### config.mk
export PLATFORM = sky130hd
export DESIGN_NAME = output_misr_compactor_flat
export DESIGN_NICKNAME = d
export VERILOG_FILES = /design/src/rtl/misr_pkg.sv /design/src/rtl/output_misr_compactor_if.sv /design/src/rtl/output_misr_compactor_xor_fold.sv /design/src/rtl/output_misr_compactor.sv /design/src/flat_wrapper.sv
export SDC_FILE = /design/constraint.sdc
export NUM_CORES = 1
export LEC_CHECK = 0
export ABC_AREA = 1
export CAP_MARGIN = 20
export CORE_UTILIZATION = 24
export DETAILED_ROUTE_END_ITERATION = 10
export PLACE_DENSITY = 0.42
export REMOVE_ABC_BUFFERS = 1
export SKIP_CTS_REPAIR_TIMING = 1
export SYNTH_ARGS = -nofsm -noshare
export SYNTH_HDL_FRONTEND = slang
export SYNTH_SLANG_ARGS = --single-unit
### constraint.sdc
create_clock -name clk -period 4.4 [get_ports clk]
set_clock_uncertainty 0.05 [all_clocks]
set_input_delay 0.88 -clock clk [delete_from_list [all_inputs] [get_ports clk]]
set_output_delay 0.88 -clock clk [all_outputs]
set_load 0.01 [all_outputs]
### src/rtl/misr_pkg.sv
// Shared types, default constants and the MISR update function for the
// output signature compactor.
package misr_pkg;

    typedef enum logic [1:0] {
        ST_IDLE = 2'd0,
        ST_RUN  = 2'd1,
        ST_DONE = 2'd2
    } misr_state_t;

    localparam logic [31:0] DEF_POLY = 32'h04C11DB7;
    localparam logic [31:0] DEF_SEED = 32'hFFFFFFFF;

    // Values up to 64 bits wide; only the low `width` bits are meaningful.
    function automatic logic [63:0] misr_step(input logic [63:0] m,
                                              input logic [63:0] f,
                                              input logic [63:0] poly,
                                              input int          width);
        logic [63:0] mask;
        logic [63:0] r;
        mask = {64{1'b1}} >> (64 - width);
        r    = (m << 1) & mask;
        if (((m >> (width - 1)) & 64'd1) != 64'd0) begin
            r = r ^ poly;
        end
        return (r ^ f) & mask;
    endfunction

endpackage

### src/rtl/output_misr_compactor_if.sv
// Capture/handshake bundle between a benchmark wrapper and the compactor.
interface output_misr_compactor_if #(
    parameter int DATA_WIDTH = 64,
    parameter int SIG_WIDTH  = 32
);
    logic                  start;
    logic                  data_valid;
    logic [DATA_WIDTH-1:0] data_in;
    logic                  busy;
    logic                  sig_valid;
    logic [SIG_WIDTH-1:0]  signature;
    logic                  serial_out;

    modport master (
        output start, data_valid, data_in,
        input  busy, sig_valid, signature, serial_out
    );

    modport slave (
        input  start, data_valid, data_in,
        output busy, sig_valid, signature, serial_out
    );
endinterface

### src/rtl/output_misr_compactor_xor_fold.sv
// Zero-pads the input bus to whole SIG_WIDTH chunks and XORs the chunks together.
module xor_fold #(
    parameter int DATA_WIDTH = 64,
    parameter int SIG_WIDTH  = 32
) (
    input  logic [DATA_WIDTH-1:0] i_data,
    output logic [SIG_WIDTH-1:0]  o_fold
);
    localparam int NCHUNK = (DATA_WIDTH + SIG_WIDTH - 1) / SIG_WIDTH;
    localparam int PW     = NCHUNK * SIG_WIDTH;

    logic [PW-1:0] w_padded;

    assign w_padded = PW'(i_data);

    always_comb begin
        o_fold = '0;
        for (int i = 0; i < NCHUNK; i++) begin
            o_fold = o_fold ^ w_padded[i*SIG_WIDTH +: SIG_WIDTH];
        end
    end
endmodule

### src/rtl/output_misr_compactor.sv
// Absorbs WINDOW valid beats into a MISR, then holds the signature and
// rotates it out MSB first on serial_out.
module output_misr_compactor
    import misr_pkg::*;
#(
    parameter int                  DATA_WIDTH = 64,
    parameter int                  SIG_WIDTH  = 32,
    parameter logic [SIG_WIDTH-1:0] POLY      = SIG_WIDTH'(DEF_POLY),
    parameter logic [SIG_WIDTH-1:0] SEED      = SIG_WIDTH'(DEF_SEED),
    parameter int                  WINDOW     = 1024
) (
    input  logic                    clk,
    input  logic                    reset,
    output_misr_compactor_if.slave  bus
);
    localparam int CW = $clog2(WINDOW + 1);

    misr_state_t          r_state;
    misr_state_t          w_state_nxt;
    logic [SIG_WIDTH-1:0] r_misr;
    logic [CW-1:0]        r_count;
    logic [SIG_WIDTH-1:0] r_signature;
    logic [SIG_WIDTH-1:0] r_shift;
    logic                 r_busy;
    logic                 r_sig_valid;

    logic [SIG_WIDTH-1:0] w_fold;
    logic [SIG_WIDTH-1:0] w_step;
    logic                 w_load_seed;
    logic                 w_absorb;
    logic                 w_finish;

    xor_fold #(
        .DATA_WIDTH (DATA_WIDTH),
        .SIG_WIDTH  (SIG_WIDTH)
    ) u_fold (
        .i_data (bus.data_in),
        .o_fold (w_fold)
    );

    assign w_step = SIG_WIDTH'(misr_step(64'(r_misr), 64'(w_fold), 64'(POLY), SIG_WIDTH));

    always_ff @(posedge clk) begin
        if (reset) begin
            r_state <= ST_IDLE;
        end else begin
            r_state <= w_state_nxt;
        end
    end

    // start has priority over data, so the start cycle never absorbs a beat.
    always_comb begin
        w_state_nxt = r_state;
        w_load_seed = 1'b0;
        w_absorb    = 1'b0;
        w_finish    = 1'b0;
        case (r_state)
            ST_IDLE: begin
                if (bus.start) begin
                    w_state_nxt = ST_RUN;
                    w_load_seed = 1'b1;
                end
            end
            ST_RUN: begin
                if (bus.start) begin
                    w_load_seed = 1'b1;
                end else if (bus.data_valid) begin
                    w_absorb = 1'b1;
                    if (r_count == CW'(WINDOW - 1)) begin
                        w_finish    = 1'b1;
                        w_state_nxt = ST_DONE;
                    end
                end
            end
            ST_DONE: begin
                if (bus.start) begin
                    w_state_nxt = ST_RUN;
                    w_load_seed = 1'b1;
                end
            end
            default: w_state_nxt = ST_IDLE;
        endcase
    end

    always_ff @(posedge clk) begin
        if (reset) begin
            r_misr      <= '0;
            r_count     <= '0;
            r_signature <= '0;
            r_shift     <= '0;
            r_busy      <= 1'b0;
            r_sig_valid <= 1'b0;
        end else begin
            r_busy      <= (w_state_nxt == ST_RUN);
            r_sig_valid <= (w_state_nxt == ST_DONE);
            if (w_load_seed) begin
                r_misr  <= SEED;
                r_count <= '0;
            end else if (w_absorb) begin
                r_misr  <= w_step;
                r_count <= r_count + CW'(1);
            end
            if (w_finish) begin
                r_signature <= w_step;
                r_shift     <= w_step;
            end else if (r_state == ST_DONE) begin
                r_shift <= {r_shift[SIG_WIDTH-2:0], r_shift[SIG_WIDTH-1]};
            end
        end
    end

    assign bus.busy       = r_busy;
    assign bus.sig_valid  = r_sig_valid;
    assign bus.signature  = r_signature;
    assign bus.serial_out = r_shift[SIG_WIDTH-1];
endmodule

### src/flat_wrapper.sv
// flat-port wrapper written by rule: the top's interface ports become plain ports
module output_misr_compactor_flat import misr_pkg::*;
#(
    parameter int                  DATA_WIDTH = 64,
    parameter int                  SIG_WIDTH  = 32,
    parameter logic [SIG_WIDTH-1:0] POLY      = SIG_WIDTH'(DEF_POLY),
    parameter logic [SIG_WIDTH-1:0] SEED      = SIG_WIDTH'(DEF_SEED),
    parameter int                  WINDOW     = 1024
)
  (clk, reset, bus_start, bus_data_valid, bus_data_in, bus_busy, bus_sig_valid, bus_signature, bus_serial_out);
  output_misr_compactor_if #(.DATA_WIDTH(DATA_WIDTH), .SIG_WIDTH(SIG_WIDTH)) bus_i ();
  input  logic clk;
  input  logic reset;
  input wire logic [$bits(bus_i.start)-1:0] bus_start;
  input wire logic [$bits(bus_i.data_valid)-1:0] bus_data_valid;
  input wire logic [$bits(bus_i.data_in)-1:0] bus_data_in;
  output wire logic [$bits(bus_i.busy)-1:0] bus_busy;
  output wire logic [$bits(bus_i.sig_valid)-1:0] bus_sig_valid;
  output wire logic [$bits(bus_i.signature)-1:0] bus_signature;
  output wire logic [$bits(bus_i.serial_out)-1:0] bus_serial_out;
  assign bus_i.start = bus_start;
  assign bus_i.data_valid = bus_data_valid;
  assign bus_i.data_in = bus_data_in;
  assign bus_busy = bus_i.busy;
  assign bus_sig_valid = bus_i.sig_valid;
  assign bus_signature = bus_i.signature;
  assign bus_serial_out = bus_i.serial_out;
  output_misr_compactor #(.DATA_WIDTH(DATA_WIDTH), .SIG_WIDTH(SIG_WIDTH), .POLY(POLY), .SEED(SEED), .WINDOW(WINDOW)) u_core (.clk(clk), .reset(reset), .bus(bus_i));
endmodule
==> impl_metrics.toml, run 1 <==
[setup_path]
endpoint_kind = "flop"
cp_data_required_time_ns = 4.64
ff2ff_setup_slack_ns = 2.12
cp_data_arrival_time_ns = 2.79
crit_type = "primary input to flop"
startpoint_type = "primary input"
cp_max_fo = 54

[timing]
hold_ws_ns = 0.419
tightest_slew_ns = 0.977
drv_slew = 0
fmax_mhz = 392
hold_viol_final = 0
fin_crit_sh = 0.580
slew_headroom = 0.348
setup_ws_ns = 1.85
min_period_ns = 2.55
rsz0062_at_grt = "no"
finalSetupViolCount = 0
setup-tns-final_ns = 0

[floorplanning]
dieWidth_um = 158
initial_utilization = 0.247
dieArea_um2 = 24900
ios = 103
num_rows = 56
core_region_area_um2 = 23600
die_h_um = 158

[final_layout]
areaGrowthSynthToFinish_pct = 26.7
drive_gt1_frac = 0.0696
seqCellArea_um2 = 2220
fillers = 2645
antenna_cells = 0
multi_input_area_um2 = 2980
num-nets-final = 998

[grt]
grt_usage = 0.132
grt_pass1_wl_um = 25400
grt_pass1_vias = 5029
overflow = 0
grt_antenna_before_repair = 0
grt_max_degree = 55

[drt]
wl_per_cell_um = 12.6
final_antenna_net_count = 0
drc = 0
via_per_inst = 4.17
drt_wl_total_um = 15800
dr.pass1.iters = 4
drt_iter0_markers = 200
vias = 5227

[power]
p_clk_frac = 0.391
switching_power_w = 0.000642
intPower_w = 0.00158
p_total_w = 0.00222
p_seq_frac = 0.480
powerDensity_nw_per_um2 = 301
share_comb_of_total_power = 0.129
swShare = 0.289
vdd_ir_drop_max_uv = 136
leakage_nw = 3.34

[job]
max_cap_violations = 0

[place]
pre_cts_ws_ns = 1.39
portBuffers = 102
place_congestion = 0.723
hpwl_um = 10200

[yosys]
yosysSeqAreaShare = 0.382
synthFlopType = "dfxtp_1"
async_flop_share = 0
postSynthCellCount = 843
syn_area_per_cell_um2 = 6.91
synth_edf_count = 0
yosys-top-cells-area = "dfxtp_1 (38%), nand2_1 (17%), inv_1 (6.8%)"
ys_ff_latch = 111
synth_top_cell_area_share = 0.382
yosysWarnings = 0
yosys.cell_types.count = 31
synth_top_area_cell = "dfxtp_1"
netlist_area_um2 = 5820

[worst_hold_path]
hold_path.class = "flop to flop"

[cts]
cts.path.max_buffers = 2
ctsHtreeMaxLevel = 3
clk_latency_ns = 0.37
cts_num_sinks = 111
cts-root-buf = "clkbuf_16"
cts_tree = "yes"
clkTransAtPathRegs_ns = 0.08
numCtsBuffers = 9

[status]
outcome = "finished, final reports clean"
## cell usage after synthesis (2+ instances only)
| library cell | n |
|---|---|
| nand2_1 | 258 |
| dfxtp_1 | 111 |
| inv_1 | 106 |
| nor2_1 | 72 |
| nand3_1 | 51 |
| a21oi_1 | 41 |
| o21ai_0 | 39 |
| a31oi_1 | 32 |
| xor2_1 | 27 |
| xnor2_1 | 26 |
| nand3_2 | 17 |
| buf_2 | 14 |
| nand2_2 | 10 |
| clkbuf_1 | 9 |
| buf_6 | 5 |
| buf_4 | 3 |
| or2_2 | 3 |
| and3_1 | 2 |
| nand2_4 | 2 |
| nand3b_1 | 2 |
| nor2_4 | 2 |
| nor2_8 | 2 |
## worst max-delay path, stage by stage
cell and delay (ns):
clkdlybuf4s50_1 0.44, inv_1 0.08, nand2_1 0.11, nor2_4 0.13
buf_4 0.58, nand2_1 0.14, or2_2 0.30, a21oi_1 0.12
## flip-flops by register name (all words and copies together) (netlist names)
register and count:
u_core.r_shift 32, u_core.bus.signature 32, u_core.bus.sig_valid 1, u_core.r_state 2, u_core.r_count 11, u_core.bus.busy 1, u_core.r_misr 32
## metal layers
| layer | part of all wire | up-vias | global-route usage |
|---|---|---|---|
| li1 | - | 2811 | - |
| met5 | 0 | - | 0 |
| met3 | 0.036 | 11 | 0.0233 |
| met2 | 0.44 | 80 | 0.213 |
| met4 | 0.011 | 0 | 0.0439 |
| met1 | 0.51 | 2325 | 0.177 |
## metrics by stage
stage                     instance area, um^2  cells   util
after floorplan                          5600    809      -
after global placement                   7070   1237  0.300
after detailed placement                 7070   1237  0.300
after CTS                                7380   1253  0.313
after global routing                     7380   1253  0.313
final                                    7380   1253  0.313
## layout by cell type (no fill, tap or decap), types with 2 or more instances in the layout
master,n
a21oi_1,41
a31oi_1,32
and3_1,2
buf_4,7
clkbuf_16,9
clkdlybuf4s50_1,101
clkinv_8,2
dfxtp_1,110
inv_1,106
inv_6,3
inv_8,2
nand2_1,258
nand2_2,10
nand2_4,2
nand3_1,51
nand3_2,17
nand3b_1,2
nor2_1,71
nor2_4,3
nor2_8,2
o21ai_0,39
or2_2,3
xnor2_1,26
xor2_1,27
## worst paths after layout
kind,start,endpoint,cells past startpoint
min reg2reg,u_core.bus.signature[12]$_SDFFE_PP0P_,u_core.bus.signature[12]$_SDFFE_PP0P_,2
min,u_core.bus.signature[12]$_SDFFE_PP0P_,u_core.bus.signature[12]$_SDFFE_PP0P_,2
max reg2reg,u_core.r_count[0]$_SDFFE_PP0P_,u_core.r_shift[9]$_SDFFE_PP0P_,8
max,bus_start,u_core.r_count[2]$_SDFFE_PP0P_,8
## power groups by stage
stage	clock network, W	logic (W)	registers [W]
detailed placement	0	0.000289	0.00109
floorplan	0	0.000168	0.00108
finish	0.000867	0.000286	0.00107
global route	0.000940	0.000328	0.00107
CTS	0.000901	0.000291	0.00107
global placement	0	0.000289	0.00109
## kinds of logic after synthesis
family          Yosys count  synth area share
buf+inv                 142             0.109
simple gates            424             0.325
xor+xnor                 53            0.0797
fa+ha+maj                 1           0.00215
compound gates          112             0.103
flops                   111             0.382
## final cells by class
type	count	area share
timing repair buffer	109	0.145
clock buffer	9	0.0305
tap	319	0.0541
multi-input combinational	590	0.403
clock inverter	7	0.0110
sequential	111	0.301
inverter	108	0.0553
Power figures use the tool's default switching activity.
==> inputs of run 2 (changes only) <==
- PLACE_DENSITY: 0.42 -> 0.43
- clock period: 4.4 -> 2.3 ns (I/O delays scaled with it)
==> impl_metrics.toml, run 2 (same netlist as run 1, synthesis figures left out) <==
[timing]
rsz0062_at_grt = "no"
drv_slew = 0
fin_crit_sh = 0.811
hold_viol_final = 0
min_period_ns = 1.87
slew_headroom = 0.580
tightest_slew_ns = 0.630
setup-tns-final_ns = 0
finalSetupViolCount = 0
fmax_mhz = 536

[drt]
drt_iter0_markers = 247
via_per_inst = 4.16
wl_per_cell_um = 12.6
dr.pass1.iters = 4
drc = 0
drt_wl_total_um = 16000
final_antenna_net_count = 0
vias = 5251

[grt]
grt_pass1_vias = 5091
grt_usage = 0.135
overflow = 0
grt_pass1_wl_um = 25900
grt_antenna_before_repair = 0
grt_max_degree = 54

[final_layout]
num-nets-final = 1008
fillers = 2568
final_cell_count_no_fill = 1263
seqCellArea_um2 = 2220
areaGrowthSynthToFinish_pct = 28.8
antenna_cells = 0
drive_gt1_frac = 0.0794
final_common_cell = "nand2_1"
multi_input_area_um2 = 2980
layout_common_cells = "nand2_1 (258), dfxtp_1 (110), inv_1 (106), clkdlybuf4s50_1 (101), nor2_1 (71)"

[status]
outcome = "finished, final reports clean"

[place]
portBuffers = 102
dp_cells = 1247
hpwl_um = 11200
place_congestion = 0.760

[setup_path]
crit_chain = "ha_1, inv_1, nor2_1, nand3_1, nor2_8, nand3_1, nand2_1, nor2_1, nor2_1"
critical_path.max_stage_delay_ns = 0.41
crit_type = "flop to flop"
startpoint = "u_core.r_count[0]$_SDFFE_PP0P_"
startpoint_type = "flop"
rr_startpoint = "u_core.r_count[0]$_SDFFE_PP0P_"
cpMaxStageDelayCell = "nor2_8"
endpoint_kind = "flop"
crit_top_cell = "nor2_1"
cp_data_required_time_ns = 2.54
cp_data_arrival_time_ns = 2.11
cp_max_fo = 19

[cts]
ctsHtreeMaxLevel = 3
clk_latency_ns = 0.36
cts-root-buf = "clkbuf_16"
numCtsBuffers = 9
cts_num_sinks = 111
cts_tree = "yes"
cts.path.max_buffers = 2
clkTransAtPathRegs_ns = 0.08

[floorplanning]
dieWidth_um = 158
initial_utilization = 0.247
die_h_um = 158
core_region_area_um2 = 23600
dieArea_um2 = 24900
num_rows = 56
ios = 103

[power]
vdd_ir_drop_max_uv = 253
p_total_w = 0.00426
powerDensity_nw_per_um2 = 567
leakage_nw = 3.39

[job]
max_cap_violations = 0

[worst_hold_path]
hold_path.class = "flop to flop"
worstHoldStart = "u_core.bus.signature[23]$_SDFFE_PP0P_"
==> run 2: changes by cell type in the layout (fill, tap and decap cells not counted) <==
cell	before	now
buf_12	0	4
clkinv_8	2	0
bufinv_16	0	1
buf_4	7	13
clkinvlp_4	0	3
inv_8	2	0
==> run 2: worst max-delay path, delay by kind of cell (launching register included) <==
family | cells | cell delay [ns]
buffers and inverters | 1 | 0.06
DFF | 1 | 0.38
and+or+nand+nor | 7 | 1.10
adders and majority gates | 1 | 0.21
==> run 2: per-stage QoR <==
step / util / hold WS, ns / setup slack (ns) / instance area, um^2
3_5_place_dp: 0.305 / 0.408 / 0.151 / 7200
5_1_grt: 0.318 / 0.446 / 0.255 / 7500
6_report: 0.318 / 0.417 / 0.435 / 7500
2_1_floorplan: - / 0.402 / -0.416 / 5600
3_3_place_gp: 0.305 / 0.405 / 0.153 / 7200
4_1_cts: 0.318 / 0.421 / 0.392 / 7500
==> run 2: area by class of cell <==
class | count | share of cell area
Clock buffer | 9 | 0.0300
Multi-Input combinational cell | 590 | 0.397
Inverter | 108 | 0.0544
Timing Repair Buffer | 119 | 0.159
Tap cell | 319 | 0.0532
Clock inverter | 7 | 0.0105
Sequential cell | 111 | 0.296
==> run 2: path summary, 6_finish.rpt <==
kind / to / slack, ns / cells past startpoint
setup / recovery: u_core.r_shift[21]$_SDFFE_PP0P_ / 0.43 / 9
hold / removal: u_core.bus.signature[23]$_SDFFE_PP0P_ / 0.42 / 2
setup reg to reg: u_core.r_shift[21]$_SDFFE_PP0P_ / 0.43 / 9
hold reg to reg: u_core.bus.signature[23]$_SDFFE_PP0P_ / 0.42 / 2
==> run 2: routing by layer <==
metal,wire (um),share of wire,GRT usage
met4,233,0.015,0.0499
met1,8100,0.51,0.183
met2,7160,0.45,0.216
met5,0,0,0
met3,464,0.029,0.0181
==> run 2: power breakdown <==
group / internal [W] / switching [W] / total [W]
Sequential: 0.00197 / 0.0000530 / 0.00203
Combinational: 0.000272 / 0.000304 / 0.000576
Clock: 0.000859 / 0.000796 / 0.00165
Total: 0.00310 / 0.00115 / 0.00426
==> inputs of run 3 (changes only) <==
- clock period: 2.3 -> 1.5 ns (I/O delays scaled with it)
==> impl_metrics.toml, run 3 (same netlist as run 1, synthesis figures left out) <==
[status]
outcome = "complete, but fails checks"
violations = "negative setup slack"

[power]
powerDensity_nw_per_um2 = 764
leakage_nw = 4.61
vdd_ir_drop_max_uv = 527

[floorplanning]
num_rows = 56
die_h_um = 158
ios = 103
initial_utilization = 0.247
dieWidth_um = 158
core_region_area_um2 = 23600
dieArea_um2 = 24900

[setup_path]
cp_data_arrival_time_ns = 1.86
ff2ff_setup_slack_ns = -0.10
startpoint_type = "flop"
cp_data_required_time_ns = 1.76
rr_startpoint = "u_core.r_count[1]$_SDFFE_PP0P_"
endpoint_kind = "flop"
cp_max_fo = 7
crit_type = "flop to flop"
worstReg2RegEnd = "u_core.r_shift[2]$_SDFFE_PP0P_"
startpoint = "u_core.r_count[1]$_SDFFE_PP0P_"
reg2reg_depth = 11
crit_path_end = "u_core.r_shift[2]$_SDFFE_PP0P_"

[timing]
finalSetupViolCount = 53
drv_slew = 0
fin_crit_sh = 1.07
tightest_slew_ns = 0.733
slew_headroom = 0.511
min_period_ns = 1.60
setup-tns-final_ns = -3.26
fmax_mhz = 624
rsz0062_at_grt = "yes"
setup_ws_ns = -0.101
hold_viol_final = 0

[grt]
grt_max_degree = 54
grt_antenna_before_repair = 0
grt_pass1_vias = 5325
grt_pass1_wl_um = 26800
grt_usage = 0.139
overflow = 0

[drt]
final_antenna_net_count = 0
drt_iter0_markers = 204
via_per_inst = 4.18
vias = 5599
drt_wl_total_um = 17400
wl_per_cell_um = 13.0
drc = 0
dr.pass1.iters = 4

[final_layout]
antenna_cells = 0
fillers = 2514
drive_gt1_frac = 0.206
num-nets-final = 1084
final_common_cell = "nand2_1"
finalInstanceArea_um2 = 8630
areaGrowthSynthToFinish_pct = 48.2
layout_common_cells = "nand2_1 (243), dfxtp_1 (107), inv_1 (103), buf_4 (76), clkdlybuf4s50_1 (65)"

[worst_hold_path]
holdPathStages = 4
hold_path.class = "primary input to flop"

[place]
place_congestion = 0.749
portBuffers = 102
place_area_um2 = 7790
hpwl_um = 11800
pre_cts_ws_ns = -0.397

[cts]
numCtsBuffers = 9
ctsHtreeMaxLevel = 3
clk_latency_ns = 0.36
cts_num_sinks = 111
clkTransAtPathRegs_ns = 0.07
cts.path.max_buffers = 2
cts-root-buf = "clkbuf_16"
cts_tree = "yes"

[job]
max_cap_violations = 0
[run 3: layout make-up]
| type | count | area (um^2) | area share |
|---|---|---|---|
| Clock buffer | 13 | 260 | 0.0302 |
| Clock inverter | 2 | 16.3 | 0.00188 |
| Inverter | 108 | 408 | 0.0473 |
| Multi-Input combinational cell | 590 | 3310 | 0.384 |
| Sequential cell | 111 | 2230 | 0.258 |
| Tap cell | 319 | 399 | 0.0463 |
| Timing Repair Buffer | 195 | 2010 | 0.232 |
[run 3: where the power goes]
group          switching [W]  internal [W]
logic               0.000565      0.000568
registers          0.0000710       0.00303
clock network        0.00115       0.00122
total                0.00178       0.00481
[run 3: worst max-delay path: stages (launching register included)]
cell       delay (ns)
dfxtp_2          0.36
ha_4             0.15
buf_6            0.10
nand2_4          0.04
nor2_4           0.10
nand3_2          0.11
nor2_4           0.21
clkbuf_16        0.21
nand2_2          0.07
nand3_2          0.07
nand2_1          0.04
inv_1            0.05
[run 3: routing by layer]
metal	track usage	up-vias	share of wire
li1	-	2982	-
met1	0.178	2527	0.50
met2	0.235	77	0.45
met3	0.0257	13	0.038
met4	0.0444	0	0.012
met5	0	-	0
[run 3: worst min-delay path by stage]
stage	start	end
after CTS	reset	u_core.r_shift[26]$_SDFFE_PP0P_
after global routing	bus_start	u_core.r_state[0]$_SDFF_PP0_
final	bus_start	u_core.r_state[0]$_SDFF_PP0_
after global placement	u_core.bus.signature[16]$_SDFFE_PP0P_	u_core.bus.signature[16]$_SDFFE_PP0P_
after detailed placement	u_core.bus.signature[31]$_SDFFE_PP0P_	u_core.bus.signature[31]$_SDFFE_PP0P_
after floorplan	reset	u_core.bus.busy$_SDFF_PP0_
[run 3: metrics by stage]
stage               cells  hold WS [ns]   util  power (W)
detailed placement   1317         0.408  0.330    0.00424
CTS                  1332         0.330  0.342    0.00662
finish               1338         0.316  0.365    0.00659
global route         1338         0.347  0.365    0.00693
floorplan             809         0.319      -    0.00366
global placement     1317         0.404  0.330    0.00423
